--- config.mk ---
export PLATFORM = sky130hd
export DESIGN_NAME = shift_add_multiplier
export DESIGN_NICKNAME = d
export VERILOG_FILES = /design/src/rtl/shift_add_multiplier.sv
export SDC_FILE = /design/constraint.sdc
export NUM_CORES = 1
export LEC_CHECK = 0
export CAP_MARGIN = 20
export CORE_MARGIN = 5
export CORE_UTILIZATION = 40
export DETAILED_ROUTE_END_ITERATION = 10
export GPL_ROUTABILITY_DRIVEN = 0
export GPL_TIMING_DRIVEN = 0
export PLACE_DENSITY = 0.73
export SLEW_MARGIN = 20
export SYNTH_ARGS = -nofsm -noshare
export SYNTH_HDL_FRONTEND = slang
export SYNTH_SLANG_ARGS = --single-unit
--- constraint.sdc ---
create_clock -name clk -period 2.4 [get_ports clk]
set_input_delay 0.24 -clock clk [delete_from_list [all_inputs] [get_ports clk]]
set_output_delay 0.24 -clock clk [all_outputs]
set_load 0.005 [all_outputs]
--- src/rtl/shift_add_multiplier.sv ---
// Sequential unsigned shift-and-add multiplier with valid/ready handshakes on both sides.
// One partial product per clock; the product is held in DONE until the consumer takes it.
module shift_add_multiplier #(
    parameter int unsigned WIDTH = 4
) (
    input  logic                 clk,
    input  logic                 rst,
    input  logic                 in_valid,
    output logic                 in_ready,
    input  logic [WIDTH-1:0]     a,
    input  logic [WIDTH-1:0]     b,
    output logic                 out_valid,
    input  logic                 out_ready,
    output logic [2*WIDTH-1:0]   product,
    output logic                 busy
);

    localparam int unsigned PROD_W = 2 * WIDTH;
    localparam int unsigned CNT_W  = (WIDTH > 1) ? $clog2(WIDTH) : 1;

    typedef enum logic [1:0] {
        IDLE = 2'd0,
        RUN  = 2'd1,
        DONE = 2'd2
    } state_t;

    state_t              state_q, state_d;
    logic [WIDTH-1:0]    mcand_q, mcand_d;
    logic [PROD_W-1:0]   acc_q, acc_d;
    logic [CNT_W-1:0]    count_q, count_d;
    logic [PROD_W-1:0]   product_q, product_d;
    logic                in_ready_q, in_ready_d;
    logic                out_valid_q, out_valid_d;
    logic                busy_q, busy_d;

    logic [WIDTH-1:0]    acc_hi, acc_lo;
    logic [WIDTH:0]      add_res;
    logic [PROD_W-1:0]   acc_shift;

    // Partial-product add keeps the carry so hi+mcand never loses its MSB
    always_comb begin
        acc_hi    = acc_q[PROD_W-1:WIDTH];
        acc_lo    = acc_q[WIDTH-1:0];
        add_res   = acc_lo[0] ? ({1'b0, acc_hi} + {1'b0, mcand_q}) : {1'b0, acc_hi};
        acc_shift = {add_res, acc_lo[WIDTH-1:1]};
    end

    always_comb begin
        state_d   = state_q;
        mcand_d   = mcand_q;
        acc_d     = acc_q;
        count_d   = count_q;
        product_d = product_q;

        case (state_q)
            IDLE: begin
                if (in_valid) begin
                    state_d = RUN;
                    mcand_d = a;
                    acc_d   = {WIDTH'(0), b};
                    count_d = CNT_W'(0);
                end
            end
            RUN: begin
                acc_d   = acc_shift;
                count_d = count_q + CNT_W'(1);
                if (count_q == CNT_W'(WIDTH - 1)) begin
                    state_d   = DONE;
                    product_d = acc_shift;
                end
            end
            DONE: begin
                if (out_ready) begin
                    state_d = IDLE;
                end
            end
            default: begin
                state_d = IDLE;
            end
        endcase

        // Handshake flags are registered copies of the next state
        in_ready_d  = (state_d == IDLE);
        out_valid_d = (state_d == DONE);
        busy_d      = (state_d != IDLE);
    end

    always_ff @(posedge clk or posedge rst) begin
        if (rst) begin
            state_q     <= IDLE;
            mcand_q     <= '0;
            acc_q       <= '0;
            count_q     <= '0;
            product_q   <= '0;
            in_ready_q  <= 1'b1;
            out_valid_q <= 1'b0;
            busy_q      <= 1'b0;
        end else begin
            state_q     <= state_d;
            mcand_q     <= mcand_d;
            acc_q       <= acc_d;
            count_q     <= count_d;
            product_q   <= product_d;
            in_ready_q  <= in_ready_d;
            out_valid_q <= out_valid_d;
            busy_q      <= busy_d;
        end
    end

    assign in_ready  = in_ready_q;
    assign out_valid = out_valid_q;
    assign product   = product_q;
    assign busy      = busy_q;

endmodule
==> results of run 1 <==
[power groups by stage]
stage	Combinational (mW)	Clock, mW	Sequential (mW)
6_report	0.891	0.185	0.780
5_1_grt	1.03	0.218	0.815
4_1_cts	0.906	0.197	0.785
3_5_place_dp	0.897	0	0.796
3_3_place_gp	0.871	0	0.788
2_1_floorplan	0.589	0	0.780
[how the worst max path moves through the flow]
| stage | from | to | depth (start not counted) |
|---|---|---|---|
| after floorplan | acc_q[4] | product[7] | 5 |
| after global placement | in_valid | mcand_q[3] | 3 |
| after detailed placement | in_valid | mcand_q[2] | 3 |
| after CTS | mcand_q[0] | product[7] | 5 |
| after global routing | mcand_q[0] | product[7] | 5 |
| final | mcand_q[0] | product[7] | 5 |
[sequential cells by signal (all words and copies together), names as in the netlist]
name	flops
out_valid	1
mcand_q	4
product	8
busy	1
count_q	2
state_q	2
acc_q	8
in_ready	1
[critical path: stages, from the launching register on]
cell and delay [ns]:
sky130_fd_sc_hd__dfrtp_1 0.41, sky130_fd_sc_hd__ha_1 0.23, sky130_fd_sc_hd__fa_1 0.42, sky130_fd_sc_hd__a21oi_1 0.15, sky130_fd_sc_hd__o21ai_0 0.13, sky130_fd_sc_hd__mux2_2 0.29
[cell families (layout without fill, tap and decap cells)]
kind of cell	count (synthesis)	count (layout)	share of synthesized area, %
AND/OR/NAND/NOR	30	30	12.9
XOR/XNOR	1	1	0.702
buffers and inverters	7	33	3.41
AO/OA/AOI/OAI	30	30	13.4
flip-flops	27	27	54.2
adder cells (fa/ha/maj)	6	6	6.61
multiplexers	10	10	8.72
[stage by stage]
step	area [µm²]	setup slack, ns	utilization, %	hold WS [ns]	power [mW]
2_1_floorplan	1250	0.833	-	0.292	1.37
3_3_place_gp	1520	0.465	50.3	0.461	1.66
3_5_place_dp	1520	0.421	50.3	0.477	1.69
4_1_cts	1550	0.650	51.2	0.479	1.89
5_1_grt	1550	0.574	51.2	0.332	2.06
6_report	1550	0.667	51.2	0.278	1.86
[per-layer routing]
metal  routed length [µm]  GRT usage [%]  vias up
li1                     -              -      442
met1                  960           14.3      415
met2                 1150           22.2       18
met3                  101           2.21        2
met4                   27           4.66        0
met5                    0              0        -
[layout make-up]
type	count	area, µm²	area share (%)
well taps	44	55.1	3.55
plain buffers	4	31.3	2.02
flip-flops and latches	27	677	43.7
inverters	3	11.3	0.726
clock buffers	4	26.3	1.69
repair buffers	22	220	14.2
multi-input cells	77	529	34.1
[layout by cell type, fill, tap and decap left out, types with 3 or more instances in the layout]
cell / n
sky130_fd_sc_hd__and3b_1: 3
sky130_fd_sc_hd__mux2_2: 7
sky130_fd_sc_hd__nand2b_1: 3
sky130_fd_sc_hd__clkdlybuf4s50_1: 22
sky130_fd_sc_hd__ha_1: 5
sky130_fd_sc_hd__o21ai_0: 16
sky130_fd_sc_hd__clkbuf_4: 3
sky130_fd_sc_hd__dfrtp_1: 26
sky130_fd_sc_hd__nand2_1: 13
sky130_fd_sc_hd__a21oi_1: 10
sky130_fd_sc_hd__nor2_1: 4
sky130_fd_sc_hd__mux2i_1: 3
==> impl_summary.md, run 1 <==
Outcome
The run finished with clean final reports.

Die
The site row count is 20. The floorplan die height is 65.9 µm. The die is 65.9 µm wide. The full die area is 0.00434 mm². The core region is 0.00303 mm². Once the floorplan was initialized, standard cells occupied 41.2% of the core. Pin placement for this block handled 23 I/O pins.

Placed design
The count of buffers added on input and output ports is 22. The total half-perimeter wirelength after legalization and detailed placement is 1690 µm. After detailed placement, the design holds a cell count of roughly 180.

Pwr
Of the total power, combinational logic draws a little under half. The clock network is responsible for 10.0% of the overall power. The maximum resistive drop on vdd is 0.000322 V. Net switching is 35.4% of the power.

The internal power contribution is 1.20 mW. The analysis attributes to cell leakage a power of 0.689 nW. The ratio of total power to cell area is ~1200 mW/mm².

In this run the power spent charging and discharging nets is 0.657 mW. The relative contribution of sequential cells to total power is approximately two fifths.

Yosys
The synthesized design spends more area on one cell type than any other, namely sky130_fd_sc_hd__dfrtp_1. Among all flip-flop cells after synthesis, the most frequent one is sky130_fd_sc_hd__dfrtp_1. Counting instances in the post-synthesis netlist gives the leading cell types as sky130_fd_sc_hd__dfrtp_1, sky130_fd_sc_hd__o21ai_0, sky130_fd_sc_hd__nand2_1. The share of the yosys chip area belonging to registers is a little over half. The cell area that synthesis handed to floorplanning was 0.00125 mm². A synthesized cell averages about 11 µm².

Synthesis produced a netlist with a net count of 129. The cell with the most instances after synthesis is sky130_fd_sc_hd__dfrtp_1. After synthesis, the netlist uses 26 different library cells. For this run, asynchronously set or reset flops after synthesis account for 100%. The cell count after synthesis came out at around 110. By area the synthesized netlist is led by sky130_fd_sc_hd__dfrtp_1, sky130_fd_sc_hd__o21ai_0, sky130_fd_sc_hd__mux2_2. The fraction of post-synthesis cell area in the top cell type by area is 52.1%. The number of register bits inferred by synthesis is 27. The number of warnings reported in the yosys synthesis log is 0. The synthesized design contains 0 enable-type register cells.

Cells and area
The number of nets in the layout is 156. The filler-free cell count of the finished design is 181. Of the cells placed in the final design, the portion with a size suffix greater than 1 is 13.9%.

The repair_antennas step left the layout with diodes totalling 0. From synthesis to final layout, the design area changed by 24.1%. The number of filler cells placed in the layout is 280.

Clock network
The maximum buffer depth of the clock tree is 2. The tree is rooted in a sky130_fd_sc_hd__clkbuf_4. The number of clock sinks seen by CTS is 27. The CTS tree is built. The number of setup buffers added after CTS is 0. The number of buffers created by CTS is 3. The later-pin clock latency in the skew report is 0.31 ns.

The count of cells resized by post-cts repair is 0. The quantity of hold-fixing buffers added after cts is 0. Clock-pin slew was measured on the worst setup and hold paths at 0.14 ns. CTS built an H-tree with a depth of 1.

GRT
The global router's overall resource usage is 12.3%. The wire length of the first global-routing pass is 4210 µm. The initial antenna violation count is 0. The number of global-route vias before repair is around 1000. The final global-route overflow total is 0.

The maximum number of pins on one net before global-route repair is 28.

Setup path
The worst reg-to-reg setup slack is 0.67 ns. At the worst endpoint, the arrival time is 1.94 ns. Measured in cells, the most critical reg-to-reg path has a length of 5. The category of the worst setup path launch point is a register. The critical path is of the reg -> reg type. The category of the worst setup path capture point is a register. The capture point of the worst reg-to-reg path is product[7].

The worst register-to-register path begins at mcand_q[0]. In this run the worst path has a maximum fanout of 2. The endpoint required time on the critical path is 2.61 ns.

Routing
The average detailed-routed wire length per instance is roughly 12 µm. Once detail routing completed, the nets flagged for antenna violations numbered 0. The post-route DRC violation count is 0.

The total detailed-routing wirelength is roughly 2200 µm. Using the TritonRoute via totals, the vias-per-cell ratio works out to 4.85. The first detailed-routing pass took 4 iterations. The routed via count is between 800 and 900. After the first detailed-routing iteration, the DRC count stood at 53.

Hold path
The path class of the tightest hold or removal check is in -> async.

Timing
Of the available clock period, the critical path in the final layout requires around 72%. For the pin with the worst max-slew slack, the measured transition is 0.659 ns. On the final layout, the worst clock skew is 0.00745 ns. Static timing analysis puts the maximum clock frequency at 0.577 GHz. The final critical path time including I/O delays and setup is 1.73 ns. The final sum of negative setup slack is 0 ns. The headroom to the max-slew limit is 56.0%. Setup repair after global routing left no endpoint under its margin. The number of hold-slack violations in the final timing report came to 0. Setup violations remaining at the end of the flow were counted as 0. The final-report max-slew violation count is 0.

Run
The count of maximum capacitance violations is 0.
No activity file was read; power rests on OpenSTA's default activity.
==> run 2: changes to the inputs <==
PLACE_DENSITY = 0.75   (was 0.73)
clock period = 1.51 ns   (was 2.4 ns; I/O delays follow)
==> impl_summary.md, run 2 (synthesis gave the netlist of run 1 again) <==
GRT
The final global-route overflow total was 0 (unchanged). The maximum number of pins on one net before global-route repair is 28 (unchanged). The initial antenna violation count is 0 (unchanged). The global router's overall resource usage is 11.9% (-0.42 points). The wire length of the first global-routing pass came to 3980 µm (-5.4%).

The number of global-route vias before repair is 860 (-12%).

Setup path
The endpoint required time on the critical path is 1.74 ns (-0.87 ns). The critical path is of the reg -> reg type. The category of the worst setup path launch point is a register. The critical path arrival is 1.79 ns (-0.15 ns). The worst register-to-register path ends at product[7]. The category of the worst setup path capture point is a register. The count of cells along the worst register-to-register path is 5 (unchanged). The maximum fanout along the worst path is 2 (unchanged). The launch instance of the worst register-to-register path is mcand_q[0]. The worst reg-to-reg setup slack is -0.05 ns (-0.72 ns).

Die
The full die area came to 0.00434 mm² (unchanged). The effective utilization at floorplan is 41.2% (unchanged). The floorplan die height came to 65.9 µm (unchanged). The number of top-level pins is 23 (unchanged). The core area is 0.00303 mm² (unchanged). The horizontal extent of the die is 65.9 µm (unchanged). The site row count is 20 (unchanged).

Outcome
The checks that failed: setup timing. The flow ran to the end, but the final reports show violations.

Clock network
The buffer cell driving the clock tree root is sky130_fd_sc_hd__clkbuf_4. The maximum buffer depth of the clock tree was 2 (unchanged). The maximum level of the CTS H-tree was 1 (unchanged).

The number of clock sinks seen by CTS is 27 (unchanged). The CTS tree is built. The later-pin clock latency in the skew report was 0.32 ns (about the same). The clock transition at the registers of the reported paths was 0.14 ns (about the same).

The number of buffers created by CTS was 3 (unchanged). The quantity of hold-fixing buffers added after cts is 0 (unchanged).

Timing
The fmax is 0.639 GHz (+11%). The number of hold-slack violations in the final timing report is 0 (unchanged). Setup repair after global routing could not meet its margin everywhere. The setup slack after layout is -0.0548 ns (-0.721 ns).

The final clock skew came to 0.00485 ns (-0.00260 ns). The fraction of the cycle the final worst path needs is 104% (+31 points). The final critical path time including I/O delays and setup is 1.56 ns (-0.169 ns). The slew at the pin with the worst max-slew slack was 0.478 ns (-0.181 ns). The worst slack on hold paths is 0.0734 ns (-0.205 ns). The final-report setup violation count is 3 (+3). The final-report max-slew violation count is 0 (unchanged). The final sum of negative setup slack came to -0.0697 ns (-0.0697 ns). The headroom to the max-slew limit is 67.9% (+12 points).

Pwr
The switching power summed over all nets is 1.13 mW (+72%). The ratio of total power to cell area came to 1920 mW/mm² (+61%). The maximum resistive drop on vdd is 0.000517 V (+60%). The internal power contribution is 1.99 mW (+66%).

The fraction of power spent switching nets was 36.2% (+0.83 points). The relative contribution of the clock network to total power is 9.8% (-0.2 points). The leakage power of the design is 0.714 nW (+3.6%).

The logic gate share of total power is 49.8% (+1.8 points). The relative contribution of sequential cells to total power came to 40.4% (-1.6 points).

Routing
The average detailed-routed wire length per instance is 12.7 µm (+3.0%). The starting DRC count in detailed routing is 35 (-34%). The number of detailed-route iterations in the first pass came to 4 (unchanged).

The routed via count is 897 (+2.3%). The number of nets with antenna violations after detailed routing is 0 (unchanged). The post-route DRC violation count is 0 (unchanged).

The total detailed-routing wirelength is 2330 µm (+4.1%). The routed via count divided by cell count is 4.90 (+1.2%).

Cells and area
The number of nets in the layout was 158 (+1.3%). The filler-free cell count of the finished design came to 183 (+1.1%). The most frequent standard cell in the layout excluding fill and tap cells is sky130_fd_sc_hd__dfrtp_1. The area added between synthesis and finish is 29.8%.

The antenna diode instance count was 0 (unchanged). The fraction of final layout cells with drive strength greater than 1 is 20.1% (+6.3 points). In the layout the commonest cells are sky130_fd_sc_hd__dfrtp_1, sky130_fd_sc_hd__clkdlybuf4s50_1, sky130_fd_sc_hd__nand2_1.

The post-route cell area is 0.00162 mm² (+4.5%).

Placed design
The number of buffer cells added on primary ports was 22 (unchanged). The cell area after placement is 0.00153 mm² (+0.33%). The total half-perimeter wirelength after legalization and detailed placement is 1750 µm (+3.2%). The cell count after placement is 177 (unchanged).

Hold path
The worst min-delay path class is in -> async.

Run
The count of maximum capacitance violations is 0 (unchanged).
run 2: cell count changes in the layout (fill, tap and decap cells not counted), sizes merged:
| cell | change |
|---|---|
| buf | +2 |
| clkdlybuf4s50 | -1 |
| clkinv | +1 |
| dlymetal6s2s | +1 |
| inv | -1 |
run 2: repair_timing:
item | in CTS | in global routing
pin swaps | 1 | 0
resized for setup | 7 | 7
setup endpoints to repair | 10 | 9
setup buffers | 0 | 1
hold endpoints to repair | 0 | 0
run 2: critical path: stages (launching register included):
cell	delay (ns)
sky130_fd_sc_hd__dfrtp_1	0.41
sky130_fd_sc_hd__ha_2	0.20
sky130_fd_sc_hd__fa_2	0.37
sky130_fd_sc_hd__a21oi_2	0.16
sky130_fd_sc_hd__o21ai_2	0.08
sky130_fd_sc_hd__mux2_2	0.25
run 2: how the worst max path moves through the flow:
stage	from	end	slack (ns)	depth (start not counted)
4_1_cts	mcand_q[0]	product[7]	-0.08	5
3_3_place_gp	in_valid	mcand_q[3]	-0.34	3
3_5_place_dp	in_valid	mcand_q[2]	-0.36	3
5_1_grt	mcand_q[0]	product[7]	-0.1	5
6_report	mcand_q[0]	product[7]	-0.05	5
2_1_floorplan	acc_q[4]	product[7]	0.02	5
run 2: power groups by stage:
stage | sequential [mW] | combinational, mW | clock, mW
2_1_floorplan | 1.24 | 0.941 | 0
3_3_place_gp | 1.26 | 1.39 | 0
3_5_place_dp | 1.27 | 1.44 | 0
4_1_cts | 1.26 | 1.50 | 0.312
5_1_grt | 1.30 | 1.75 | 0.347
6_report | 1.26 | 1.55 | 0.305
run 2: cell type report:
class | instances | area (µm²)
inverter | 3 | 11.3
fill | 265 | 1410
clock buffer | 4 | 26.3
multi-input combinational | 77 | 574
buffer | 4 | 31.3
timing repair buffer | 24 | 245
sequential | 27 | 677
tap | 44 | 55.1
run 2: metal layers:
metal / GRT usage [%] / part of all wire (%)
met5: 0 / 0
met3: 2.72 / 3.4
met2: 20.3 / 51
met1: 14.0 / 44
met4: 5.44 / 1.9
run 2: stage by stage:
step / setup WS (ns) / utilization (%) / power, mW
after global placement: -0.340 / 50.5 / 2.64
after global routing: -0.0972 / 53.5 / 3.40
after floorplan: 0.0174 / - / 2.18
after CTS: -0.0834 / 52.2 / 3.08
after detailed placement: -0.358 / 50.5 / 2.71
final: -0.0548 / 53.5 / 3.12
==> edit: new RTL, config.mk and constraints of run 2 <==
Set the parameter `WIDTH` to 8 (it was 4).
--- a/src/rtl/shift_add_multiplier.sv
+++ b/src/rtl/shift_add_multiplier.sv
@@ -3,3 +3,3 @@
 module shift_add_multiplier #(
-    parameter int unsigned WIDTH = 4
+    parameter int unsigned WIDTH = 8
 ) (
Interface: changed (resized a, b and product); port bits go from 23 to 39. The function was not compared with the original's and may differ.
==> edit against run 2 <==
  * The run still ends with setup timing left
  * Final area increased by 91%
  * Sequential power increased by 80%
  * Setup slack got worse by 0.44 ns
  * Total power increased by 110%
  * Clock power increased to 3.1 times the old value
  * Largest cell class unchanged
  * Final cell count increased by 83%
  * Wire length increased by 120%
  * Die area increased by 66%
  * Area after synthesis increased by 80%
  * Sequential cell count increased by 21
  * Synthesized cell count increased by 82%
==> edit: results (changes against run 2) <==
Hold WC Path Type=primary input to asynchronous set/reset pin; Worst-path clk slew=0.09 ns (-0.05 ns); Non-clk bufs=60 (+110%); Avg Synthesized Cell Area=11.1 sq um (-1.3%); Multi-In Gates=143 (+86%); status=finished with violations; DRT Pass-1 Iters=4 (unchanged); RR Endpoint=acc_q[15]; Seq area share=0.388 (-0.0294); FF-to-FF path depth=7 (+2); CP Max Fanout=2 (unchanged); Worst-Skew Late Latency=0.31 ns; vias in the first global route=1,746 (+100%); via count=1,770 (+97%); worst r2r src=acc_q[8]; sequential share of the synthesized area=0.536 (-0.00611); CP max-delay cell=dfrtp_1; CP delay by family, top=compound AO/OA/AOI/OAI gates; type of the worst setup path=flip-flop to flip-flop; Filler Cell Count=482 (+82%); setup_tns=-4.31 ns (-4.24 ns); global-route wire length before repair=8.51 mm (+110%); clock sink count=48 (+78%); share of cells above drive strength 1=0.252 (+0.0505); Synth top cells by count=dfrtp_1 (47), nand2_1 (26), o21ai_0 (26), a21oi_1 (16), mux2_2 (14); Clock buf/inv share=0.0375 (+0.0213); Yosys cell types=36 (+38%); Antenna diodes=0 (unchanged); Inverters=3 (unchanged); largest net degree at the start of global routing=31 (+11%); setup ws final=-0.494 ns (-0.439 ns); DRT iter0 DRCs=130 (+270%); crit path launch=acc_q[8]; final setup vio count=14 (+11); antenna violations before repair=0 (unchanged); fin cells=334 (+83%); Placed Cells=313 (+77%); ys async rst share=1.00 (unchanged); post-route ant nets=0 (unchanged); clock buffer depth=2 (unchanged); CLK BUF=5 (+1); total track usage=0.148 (+0.0295); fraction of area in multi-input gates=0.357 (+0.00285); CP max stage delay=0.39 ns (-0.02 ns); Clock Skews=0.0119 ns (+0.00709 ns); syn nets=233 (+81%); non-clk buf share=0.184 (+0.0134); PortBufs=38 (+73%); dpl hpwl=3.42 mm (+96%); final net count=292 (+85%); Peak VDD IR=0.833 mV (+61%); Total Wirelength=5.16 mm (+120%); Syn. warnings=0 (unchanged); CP Data Arrival Time=2.20 ns (+0.41 ns); H-Tree Depth=2 (+1); P_leak=1.37 nW (+92%); violated checks=setup timing; top cells by area, synth=dfrtp_1 (52%), mux2_2 (7.0%), o21ai_0 (5.8%), ha_1 (5.6%), nand2_1 (4.4%); clk root buf=clkbuf_8; Slew headroom=0.670 (-0.00890)
==> edit: changes by cell type in the layout (fill, tap and decap cells not counted), sizes merged, moves of 3 or more <==
cell	delta
buf	+12
mux2	+7
a21o	+3
nand2	+13
dfrtp	+21
clkbuf	+5
ha	+5
clkdlybuf4s50	+17
o21ai	+11
a21oi	+6
and3b	+4
==> edit: what timing repair did <==
| item | 4_1_cts | 5_1_grt |
|---|---|---|
| pin swaps | 9 | 6 |
| endpoints found under the hold margin | 0 | 0 |
| buffers inserted | 7 | 6 |
| resized for setup | 16 | 16 |
| setup endpoints to repair | 33 | 26 |
==> edit: per-stage QoR <==
stage	cell area, sq um	setup slack [ns]
floorplan	2260	-0.315
global placement	2730	-0.702
detailed placement	2750	-0.548
CTS	3010	-0.462
global route	3100	-0.566
finish	3100	-0.494
==> edit: worst min path at each step <==
stage                     start     endpoint  slack [ns]  cells after the start
finish                      rst   product[5]        0.15                      2
global route                rst   product[5]        0.20                      2
CTS                         rst   product[5]        0.17                      2
detailed placement  product[12]  product[12]        0.47                      2
global placement     product[6]   product[6]        0.47                      2
floorplan                  a[0]   mcand_q[0]        0.30                      1
==> edit: report_power, final <==
part,internal [mW],switching (mW)
clock network,0.499,0.456
logic,1.76,1.50
registers,1.86,0.407
==> edit: cell families after synthesis <==
family / after synthesis / share of synthesized area
AOI/OAI and AO/OA: 58 / 0.150
and+or+nand+nor: 51 / 0.120
DFF: 48 / 0.536
muxes: 19 / 0.0926
buffers and inverters: 11 / 0.0206
adders and majority gates: 11 / 0.0647
xor gates and xnor gates: 4 / 0.0156
==> edit: metal layers <==
metal,GRT usage,wire length (um)
met5,0,0
met4,0.0518,97
met3,0.0243,272
met2,0.250,2550
met1,0.193,2250
